File: config.mk
export PLATFORM = sky130hd
export DESIGN_NAME = mlp_seq_ctrl
export DESIGN_NICKNAME = d
export VERILOG_FILES = /design/src/rtl/mlp_seq_ctrl.sv
export SDC_FILE = /design/constraint.sdc
export NUM_CORES = 1
export LEC_CHECK = 0
export ABC_AREA = 0
export CAP_MARGIN = 10
export CORE_ASPECT_RATIO = 1.25
export CORE_MARGIN = 4
export CORE_UTILIZATION = 40
export CTS_BUF_LIST = sky130_fd_sc_hd__clkbuf_4 sky130_fd_sc_hd__clkbuf_8
export DETAILED_ROUTE_END_ITERATION = 7
export SYNTH_ARGS = -nofsm -noshare
export SYNTH_HDL_FRONTEND = slang
export SYNTH_SLANG_ARGS = --single-unit
File: constraint.sdc
create_clock -name clk -period 7.9 [get_ports clk]
set_input_delay 2.37 -clock clk [delete_from_list [all_inputs] [get_ports clk]]
set_output_delay 2.37 -clock clk [all_outputs]
set_load 0.02 [all_outputs]
File: src/rtl/mlp_seq_ctrl.sv
// mlp_seq_ctrl: sequential evaluator for the 16-input / 5-hidden / 1-output
// ReLU MLP classifier. It uses a single signed multiply-accumulate, shared
// one MAC per cycle across all hidden neurons and then across the output neuron.
// Weights and biases are read from external combinational ROM ports.
//
// Ports:
//   clk, rst            rising-edge clock, asynchronous active-high reset
//   in_valid/in_ready   feature-vector handshake (in_ready high only in IDLE)
//   in_data             N_IN packed 4-bit unsigned features, feature i at [4i+3:4i]
//   w_addr/w_data       weight ROM: layer0 at n*N_IN+i, layer1 at N_HID*N_IN+j
//   b_sel/b_data        bias ROM: 0..N_HID-1 for hidden neurons, N_HID for the output
//   out_valid/out_ready result handshake; out_data holds the ReLU output of layer 1
//   busy                high while layer 0 or layer 1 is being evaluated
module mlp_seq_ctrl #(
    parameter int N_IN  = 16,
    parameter int N_HID = 5,
    parameter int IN_W  = 4,
    parameter int W_W   = 8,
    parameter int B_W   = 13,
    parameter int HID_W = 12,
    parameter int OUT_W = 19,
    parameter int ACC_W = 21
) (
    input  logic                   clk,
    input  logic                   rst,
    input  logic                   in_valid,
    output logic                   in_ready,
    input  logic [N_IN*IN_W-1:0]   in_data,
    output logic [6:0]             w_addr,
    input  logic signed [W_W-1:0]  w_data,
    output logic [2:0]             b_sel,
    input  logic signed [B_W-1:0]  b_data,
    output logic                   out_valid,
    input  logic                   out_ready,
    output logic [OUT_W-1:0]       out_data,
    output logic                   busy
);

    localparam int KW = $clog2(N_IN);
    localparam int NW = $clog2(N_HID);
    localparam logic [KW-1:0] K_LAST = KW'(N_IN - 1);
    localparam logic [KW-1:0] J_LAST = KW'(N_HID - 1);
    localparam logic [NW-1:0] N_LAST = NW'(N_HID - 1);

    typedef enum logic [1:0] {IDLE, L0, L1, DONE} state_t;

    state_t                  state;
    logic [N_IN*IN_W-1:0]    feat;
    logic [HID_W-1:0]        hid [N_HID];
    logic [NW-1:0]           n;
    // k indexes the input feature in L0 and the hidden neuron (j) in L1
    logic [KW-1:0]           k;
    logic signed [ACC_W-1:0] acc;
    logic signed [ACC_W-1:0] opnd;
    logic signed [ACC_W-1:0] prod;
    logic signed [ACC_W-1:0] sum;

    // Unsigned activation is zero-extended, so the signed product is exact.
    always_comb begin
        opnd = '0;
        if (state == L1) begin
            opnd[HID_W-1:0] = hid[k[NW-1:0]];
        end else begin
            opnd[IN_W-1:0] = feat[int'(k)*IN_W +: IN_W];
        end
        prod = opnd * ACC_W'(w_data);
        sum  = ((k == '0) ? ACC_W'(b_data) : acc) + prod;
    end

    assign w_addr = (state == L1) ? 7'(N_HID*N_IN + int'(k))
                                  : 7'(int'(n)*N_IN + int'(k));
    assign b_sel  = (state == L1) ? 3'(N_HID) : 3'(n);

    always_ff @(posedge clk or posedge rst) begin
        if (rst) begin
            state     <= IDLE;
            feat      <= '0;
            for (int unsigned i = 0; i < N_HID; i++) hid[i] <= '0;
            n         <= '0;
            k         <= '0;
            acc       <= '0;
            in_ready  <= 1'b1;
            out_valid <= 1'b0;
            out_data  <= '0;
            busy      <= 1'b0;
        end else begin
            case (state)
                IDLE: begin
                    if (in_valid) begin
                        feat     <= in_data;
                        n        <= '0;
                        k        <= '0;
                        in_ready <= 1'b0;
                        busy     <= 1'b1;
                        state    <= L0;
                    end
                end
                L0: begin
                    if (k == K_LAST) begin
                        // Keep 13 bits of the sum (intentional wrap), then ReLU.
                        hid[n] <= sum[B_W-1] ? '0 : sum[HID_W-1:0];
                        k      <= '0;
                        if (n == N_LAST) begin
                            n     <= '0;
                            state <= L1;
                        end else begin
                            n <= n + 1'b1;
                        end
                    end else begin
                        acc <= sum;
                        k   <= k + 1'b1;
                    end
                end
                L1: begin
                    if (k == J_LAST) begin
                        // Keep 20 bits of the sum (intentional wrap), then ReLU.
                        out_data  <= sum[OUT_W] ? '0 : sum[OUT_W-1:0];
                        out_valid <= 1'b1;
                        busy      <= 1'b0;
                        k         <= '0;
                        state     <= DONE;
                    end else begin
                        acc <= sum;
                        k   <= k + 1'b1;
                    end
                end
                DONE: begin
                    if (out_ready) begin
                        out_valid <= 1'b0;
                        in_ready  <= 1'b1;
                        state     <= IDLE;
                    end
                end
                default: state <= IDLE;
            endcase
        end
    end

endmodule
---- Yosys cells after proc, flatten, opt, wreduce, memory -nomap -nowiden ----
Cells that the tools add are included.
operators by class
  $add $sub $neg .......................... 5
  multiply operators ...................... 1
  divide/modulo/power cells ............... 0
  $lt $le $gt $ge ......................... 3
  equal/unequal tests ..................... 13
  shift operators ......................... 1
  multiplexer cells ....................... 39
  bitwise operators ....................... 2
  reductions and logical operators ........ 19
operators with widths
  cell                                         number
  indexed part select 64 x 7 -> 4 bit          1
  2-to-1 mux 21 bit                            3
  bitwise mux 60 bit                           1
  2-to-1 mux 12 bit                            4
  one-hot mux 21 bit (2 select lines)          1
  binary-select mux 12 bit (select 3 bit)      1
  demux 12 bit (select 3 bit)                  1
  adder 21 bit                                 1
  multiplier 13 x 8 -> 21 bit                  1
  2-to-1 mux 19 bit                            1
  2-to-1 mux 4 bit                             4
  AND reduction 3 bit                          5
  2-to-1 mux 3 bit                             4
  != test 2 bit (second input constant)        6
  one-hot mux 4 bit (3 select lines)           1
  2-to-1 mux 2 bit                             5
  nonzero test 2 bit                           5
  >= comparator 4 bit (second input constant)  2
  2-to-1 mux 8 bit                             1
  NOT 3 -> 4 bit                               2
  one-hot mux 2 bit (4 select lines)           1
  AND reduction 2 bit                          4
  adder 7 x 4 -> 7 bit                         1
  adder 7 x 4 -> 7 bit (first input constant)  1
  18 further kinds                             26
word-level totals
  register bits ........................... 176
  bits in latches ......................... 0
  memory bits (writable) .................. 0
  bits in read-only memories .............. 0
  bits of input ports ..................... 89
  output and inout port bits .............. 32
  logic and storage cells ................. 97
  memories kept ........................... 0

---- Logic depth before layout (Yosys ltp) ----
Gate-level depths: netlist (run 1).
  word-level depth ........................ 9
  depth in mapped cells ................... 25

---- Worst setup path before layout (run 1) ----
Ideal clock, no wire load.
  path type ............................... input to register
  start ................................... input w_data[7]
  end ..................................... register hid[24] (netlist name)
  setup time .............................. 64 ps
  data arrival time ....................... 6986 ps
  slack ................................... 849 ps
  cell stages on the path ................. 16
  path buffers ............................ 1
  cells stage by stage .................... inv_1 or2_2 fa_1 fa_1 inv_1 fa_1 fa_1 fa_1 ha_1 a21o_1 a21oi_1 a21oi_1 or3_1 buf_2 a21oi_2 mux2_2
on the way
  longest elaborated chain between the ends .. 4
ends and longest elaborated chain
  element                         line  text
  start: declaration              30    input logic signed [W_W-1:0] w_data,
  multiplier 13 x 8 -> 21 bit     66    prod = opnd * ACC_W'(w_data);
  adder 21 bit                    67    sum = ((k == '0) ? ACC_W'(b_data) : acc) + prod;
  2-to-1 mux 12 bit               101   hid[n] <= sum[B_W-1] ? '0 : sum[HID_W-1:0];
  bitwise mux 60 bit              101
  end signal: indexed assignment  101
  end: declaration                49    logic [HID_W-1:0] hid [N_HID];
Every way passes these cells.
A chain may end at the register's enable or synchronous reset.

---- Worst setup path in the final report (run 1) ----
  start ................................... input w_data[7]
  end ..................................... register hid[14] (netlist name)
Same word-level chain as after synthesis.

==> results of run 1 <==
[critical path, delay by kind of cell]
family,cells,cell delay (ns)
AO/OA/AOI/OAI,4,0.85
adder cells (fa/ha/maj),6,2.86
AND/OR/NAND/NOR,2,0.74
buffers and inverters,4,0.86
multiplexers,1,0.20
[power breakdown]
group | switching [mW] | internal, mW
combinational | 0.768 | 0.617
clock | 0.326 | 0.317
sequential | 0.0621 | 1.02
[logic make-up after synthesis]
family                     Yosys count
xor gates and xnor gates            15
buffers and inverters              145
and+or+nand+nor                    237
adders and majority gates          141
DFF                                175
AOI/OAI and AO/OA                  138
muxes                              169
[layout make-up]
class | count | area, µm²
well taps | 390 | 488.0
clock inverters | 9 | 108.9
multi-input cells | 700 | 6792
fillers | 2703 | 14690
flip-flops and latches | 175 | 4382
inverters | 89 | 339.1
clock buffers | 22 | 296.5
repair buffers | 167 | 1567
[synth_stat cells (3+ instances only)]
library cell,n
and2_1,26
xor2_1,6
o21ai_1,3
nand2b_1,4
xnor2_1,8
a21oi_1,27
o21a_1,3
clkbuf_1,31
o21ai_0,32
o41ai_2,3
fa_1,79
nand3_1,6
nor3_1,10
and3_1,27
mux2_2,126
buf_1,5
nor2b_1,3
buf_2,11
a21o_1,11
nand2_1,122
nor2_1,19
a21boi_0,4
buf_4,8
a21oi_2,10
mux4_2,28
a22oi_1,3
a22o_1,9
ha_1,62
nor4_1,4
inv_1,88
dfrtp_1,174
o31ai_1,19
nand4_1,4
or3_1,3
a31oi_1,3
or2_2,3
mux2i_1,15
[flip-flops by register name (all words and copies together) (netlist names)]
register,count
acc,20
busy,1
feat,64
hid,60
in_ready,1
k,4
n,3
out_data,19
out_valid,1
state,2
[worst min path at each step]
stage	from	endpoint	slack (ns)	cells past startpoint
global route	acc[1]	acc[1]	0.50	2
global placement	acc[5]	acc[5]	0.46	2
floorplan	acc[17]	acc[17]	0.45	2
detailed placement	acc[5]	acc[5]	0.47	2
finish	acc[5]	acc[5]	0.48	2
CTS	acc[5]	acc[5]	0.49	2
[metal layers]
| layer | global-route usage (%) | vias up | wire, µm |
|---|---|---|---|
| met1 | 22.83 | 3994 | 11980 |
| li1 | - | 3765 | - |
| met2 | 31.70 | 197 | 13900 |
| met5 | 0 | - | 0 |
| met3 | 3.899 | 42 | 1403 |
| met4 | 6.005 | 0 | 680 |
==> PnR_summary.wiki, run 1 <==
{| class="wikitable"
! Metric !! Value
|-
| Iteration-0 DRC count of the detailed router || 320
|-
| Setup crit end kind || flip-flop
|-
| Number of standard cells in the layout, taps in and fillers out || 1552
|-
| Cell breakdown of the critical path || clkdlybuf4s50_1 > inv_1 > or2_2 > fa_1 > fa_1 > inv_1 > fa_1 > fa_1 > fa_1 > ha_1 > a21o_1 > a21oi_1 > a21oi_1 > or3_1 > buf_4 > a21oi_2 > mux2_2
|-
| Run status || completed
|-
| Remaining antenna violation count after routing || 0
|-
| Pin count of the biggest net entering global routing || 85
|-
| CTS Buf Count || 17
|-
| Leading cell type in the layout, fill and taps excluded || dfrtp_1
|-
| Syn_nets || 1250
|-
| Netlist Area Pre-Place || 0.01174 mm²
|-
| Dominant register cell in the synthesized netlist || dfrtp_1
|-
| Worst reg2reg path depth || 22
|-
| Sort of element at the start of the critical path || input pin
|-
| Largest buffer count on any clock path || 2
|-
| Slew @ Worst Pin || 1.050 ns
|-
| All-layer global routing usage || 18.24%
|-
| RSZ-0062 raised after global routing || no
|-
| Count of endpoints failing hold in the final timing report || 0
|-
| Worst hold-check path type || flip-flop to flip-flop
|-
| Synth warn || 0
|-
| Final Total Pwr || 3.108 mW
|-
| Number of maximum-capacitance constraint violations || 0
|-
| Number of gates given a new drive strength after cts || 0
|-
| Static power due to leakage || 6.690 nW
|-
| Clock-pin slew on the worst setup and hold paths || 0.09 ns
|-
| Highest net fanout along the worst path || 7
|-
| Routed WL per cell || 18.02 µm
|-
| Number of synthesized register bits || 175
|-
| R2R Setup Slk || 0.51 ns
|-
| Share of async-settable or async-resettable flops after synthesis || 100.0%
|-
| Number of top-level design ports || 121
|-
| Compound-cell area share of the yosys netlist || 7.994%
|-
| Layout cell share with drive strength beyond 1 || 22.38%
|-
| Via total after detailed routing || 7998
|-
| Total power divided by cell area || 222.5 mW/mm²
|-
| VDD IR-drop max || 0.0001199 V
|-
| EDFF count, synth || 0
|-
| Arithmetic-cell share of the synthesized area counting full adders, half adders and majority gates || 20.08%
|-
| Die Width || 161.2 µm
|-
| Commonest cells after routing, fill and taps aside || dfrtp_1, mux2_2, nand2_1
|-
| Core occupancy in the finished layout || 48.75%
|-
| Number of global-route vias before repair || 8930
|-
| Final worst setup slack || 0.4287 ns
|-
| Total count of max-transition violations in the final report || 0
|-
| Design area || 0.01397 mm²
|-
| Detailed-routing iteration count for the pre-antenna-repair pass || 5
|-
| Maximum clock frequency || 133.8 MHz
|-
| Starting density of the core || 40.96%
|-
| Cell repeated most along the worst path || fa_1
|-
| Post-placement setup slack || -0.05662 ns
|-
| Count of hold-fix buffers inserted at cts || 0
|-
| Placed Cells || 1521
|-
| Vert. Die Dim || 199.5 µm
|-
| Dpl cell area || 0.01357 mm²
|-
| CP Capture Point || hid[14]
|-
| Dominant combinational cell family by area after synthesis || adder cells
|-
| Final setup viols || 0
|-
| Final GP Congestion || 0.8337
|-
| H-tree Lvls || 4
|-
| Post-synthesis average cell area || 11.51 µm²
|-
| Area share of xor/xnor cells in the synthesized design || 1.183%
|-
| Die area || 0.03217 mm²
|-
| Post-CTS setup buffers || 0
|-
| Source-to-sink clock delay at the later pin of the worst-skew pair || 0.47 ns
|-
| Antenna cells || 0
|-
| Final critical-path share of the clock period || 94.57%
|-
| Worst EP required || 8.30 ns
|-
| Syn-to-layout area delta || 19.03%
|-
| Worst hold slack || 0.4849 ns
|-
| Kind of critical path || input pin to flip-flop
|-
| Top cells by area, synth || dfrtp_1, fa_1, mux2_2, ha_1, mux4_2
|-
| Top cell type's share of synthesized area || 37.09%
|-
| Post-layout min period || 7.471 ns
|-
| Critical register-to-register path startpoint || k[0]
|-
| Number of sinks handled by clock tree synthesis || 175
|-
| Fin Setup TNS || 0 ns
|-
| Reg2reg end || hid[14]
|-
| Launching element of the worst setup path || w_data[7]
|-
| Basic-gate share of the synthesized area counting and, or, nand and nor cells || 9.614%
|-
| Antenna violations before repair || 1
|-
| # port buffers || 120
|-
| HPWL Detailed || 21410 µm
|-
| Gate count after technology mapping || 1020
|-
| First-pass GRT wire length || 46490 µm
|-
| Post-Route WL || 27960 µm
|-
| Unique cell type count in the Yosys netlist || 54
|-
| Multiplexer fraction of the synthesized cell area || 18.74%
|-
| WP data arrival || 7.87 ns
|-
| Max-slew headroom at the worst pin || 29.91%
|-
| Clock root buffer master || clkbuf_8
|-
| DRC Markers || 0
|-
| Core region area || 0.02866 mm²
|-
| Fin nets || 1380
|-
| Number of rows created at floorplan || 69
|-
| Clock skew after layout || 0.01477 ns
|-
| Cell at the slowest stage of the critical path || fa_1
|-
| Clock tree from TritonCTS || built
|-
| Area leader, netlist || dfrtp_1
|-
| Total global routing overflow || 0
|-
| Sequential fraction of the synthesis area || 37.32%
|-
| Worst path max stage delay || 0.56 ns
|-
| Via density || 5.153
|}
(Power assumes the default switching activity.)
==> inputs of run 2 (changes only) <==
- CTS_CLUSTER_DIAMETER: unset -> 120
- SLEW_MARGIN: unset -> 5
==> results of run 2 <==
Final layout, timing and power as in run 1 (identical DEF).
==> inputs of run 3 (changes only) <==
- CORE_ASPECT_RATIO: 1.25 -> 1.1
- GPL_TIMING_DRIVEN: unset -> 0
==> PnR_summary.wiki, run 3 (synthesized netlist as in run 1, its figures left out) <==
{| class="wikitable"
! Metric !! Value
|-
| Run status || completed
|-
| Largest regs || feat: 64 flops, hid: 60 flops, acc: 20 flops
|-
| Vert. Die Dim || 187.7 µm
|-
| Highest net fanout along the worst path || 10
|-
| Final Total Pwr || 3.001 mW
|-
| Max FFs per register || 64
|-
| Post-Route WL || 29120 µm
|-
| H-tree Lvls || 4
|-
| Register area || 0.004380 mm²
|-
| Commonest cells after routing, fill and taps aside || dfrtp_1, mux2_2, nand2_1
|-
| Syn-to-layout area delta || 18.08%
|-
| Cell repeated most along the worst path || fa_1
|-
| Number of top-level design ports || 121
|-
| Worst hold slack || 0.4898 ns
|-
| Final GP Congestion || 0.8759
|-
| DRC Markers || 0
|-
| Final setup viols || 0
|-
| # port buffers || 120
|-
| Antenna cells || 0
|-
| Core occupancy in the finished layout || 48.14%
|-
| Iteration-0 DRC count of the detailed router || 444
|-
| Fin Setup TNS || 0 ns
|-
| Area used by multi-input combinational logic || 0.006785 mm²
|-
| Register with the highest flop count || feat
|-
| Cell breakdown of the critical path || clkdlybuf4s50_1 > inv_1 > or2_2 > fa_1 > fa_1 > inv_1 > fa_1 > fa_1 > fa_1 > ha_1 > a21o_1 > a21oi_2 > a21oi_1 > or3_1 > buf_2 > a21oi_2 > mux2_2
|-
| Clock tree from TritonCTS || built
|-
| Static power due to leakage || 6.626 nW
|-
| Post-CTS setup buffers || 0
|-
| Detailed-routing iteration count for the pre-antenna-repair pass || 5
|-
| Die Width || 171.3 µm
|-
| Post-layout min period || 7.628 ns
|-
| Remaining antenna violation count after routing || 0
|-
| Worst EP required || 8.29 ns
|-
| Via total after detailed routing || 8041
|-
| Clock-pin slew on the worst setup and hold paths || 0.09 ns
|-
| Maximum clock frequency || 131.1 MHz
|-
| Layout cell share with drive strength beyond 1 || 20.15%
|-
| CTS Buf Count || 17
|-
| Fin nets || 1390
|-
| Sort of element at the start of the critical path || input pin
|-
| Routed WL per cell || 18.92 µm
|-
| Starting density of the core || 40.77%
|-
| Kind of critical path || input pin to flip-flop
|-
| Via density || 5.225
|-
| Number of rows created at floorplan || 65
|-
| Clock skew after layout || 0.01481 ns
|-
| Number of maximum-capacitance constraint violations || 0
|-
| Largest buffer count on any clock path || 2
|-
| Total count of max-transition violations in the final report || 0
|-
| Pin count of the biggest net entering global routing || 94
|-
| Number of fillers in the final layout || 2688
|-
| Total global routing overflow || 0
|-
| Max-slew headroom at the worst pin || 26.65%
|-
| Clock root buffer master || clkbuf_8
|-
| Cell at the slowest stage of the critical path || fa_1
|-
| Core region area || 0.02879 mm²
|-
| Total power divided by cell area || 216.5 mW/mm²
|-
| Slew @ Worst Pin || 1.070 ns
|-
| Number of global-route vias before repair || 8984
|-
| Antenna violations before repair || 0
|-
| Setup crit end kind || flip-flop
|-
| Leading cell type in the layout, fill and taps excluded || dfrtp_1
|-
| WP data arrival || 8.02 ns
|-
| Count of endpoints failing hold in the final timing report || 0
|-
| RSZ-0062 raised after global routing || no
|-
| VDD IR-drop max || 0.0001232 V
|-
| All-layer global routing usage || 19.02%
|-
| HPWL Detailed || 23150 µm
|-
| Source-to-sink clock delay at the later pin of the worst-skew pair || 0.46 ns
|-
| Number of sinks handled by clock tree synthesis || 175
|-
| Worst hold-check path type || flip-flop to flip-flop
|-
| First-pass GRT wire length || 48240 µm
|-
| Final critical-path share of the clock period || 96.55%
|-
| Die area || 0.03215 mm²
|-
| Worst path max stage delay || 0.55 ns
|}
run 3: cell types whose count changed in the layout (fill, tap and decap cells not counted), moves of 3 or more:
cell,previous run,this run
clkbuf_8,21,18
buf_4,46,8
buf_2,0,10
nor4_1,1,4
clkbuf_2,0,6
clkinv_2,3,6
buf_1,0,5
clkbuf_1,0,25
nor4_2,3,0
run 3: final cells by class:
type / instances / area share [%]
clock buffers: 18 / 1.787
multi-input cells: 700 / 48.95
well taps: 368 / 3.322
flip-flops and latches: 175 / 31.60
plain buffers: 56 / 1.959
inverters: 89 / 2.464
repair buffers: 121 / 8.864
clock inverters: 12 / 1.047
run 3: power by group:
| part | internal, mW | leakage [nW] | switching (mW) |
|---|---|---|---|
| combinational | 0.537 | 4.22 | 0.755 |
| sequential | 1.02 | 2.20 | 0.0605 |
| clock | 0.315 | 0.204 | 0.315 |
| total | 1.87 | 6.63 | 1.13 |
run 3: worst paths after layout:
check	start	endpoint	slack, ns	depth (start not counted)
setup / recovery	w_data[7]	hid[37]	0.27	17
hold / removal	acc[5]	acc[5]	0.49	2
setup reg to reg	k[0]	hid[37]	0.52	24
hold reg to reg	acc[5]	acc[5]	0.49	2
max in group asynchronous	rst	hid[1]	4.65	3
min in group asynchronous	rst	feat[27]	2.40	2
run 3: through the flow:
step | setup slack [ns] | instances | instance area, µm²
after detailed placement | -0.5923 | 1509 | 13440
after global routing | 0.02765 | 1539 | 13860
after CTS | 0.08279 | 1539 | 13830
after global placement | -1.687 | 1508 | 13400
final | 0.2724 | 1539 | 13860
after floorplan | 0.7865 | 1020 | 11740
run 3: repair_timing:
action	4_1_cts	5_1_grt
gates resized for setup	2	15
endpoints found under the setup margin	18	62
hold buffers	0	0
run 3: worst max-delay path, delay by kind of cell:
| kind | cells | cell delay (ns) |
|---|---|---|
| buf+inv | 4 | 0.94 |
| simple gates | 2 | 0.72 |
| mux | 1 | 0.20 |
| compound gates | 4 | 0.84 |
| fa+ha+maj | 6 | 2.94 |
run 3: layer usage:
layer / global-route usage [%] / wire [µm] / vias to the layer above
li1: - / - / 3778
met1: 24.24 / 12380 / 4033
met5: 0 / 0 / -
met4: 5.821 / 775 / 0
met2: 32.09 / 14490 / 186
met3: 4.554 / 1466 / 44
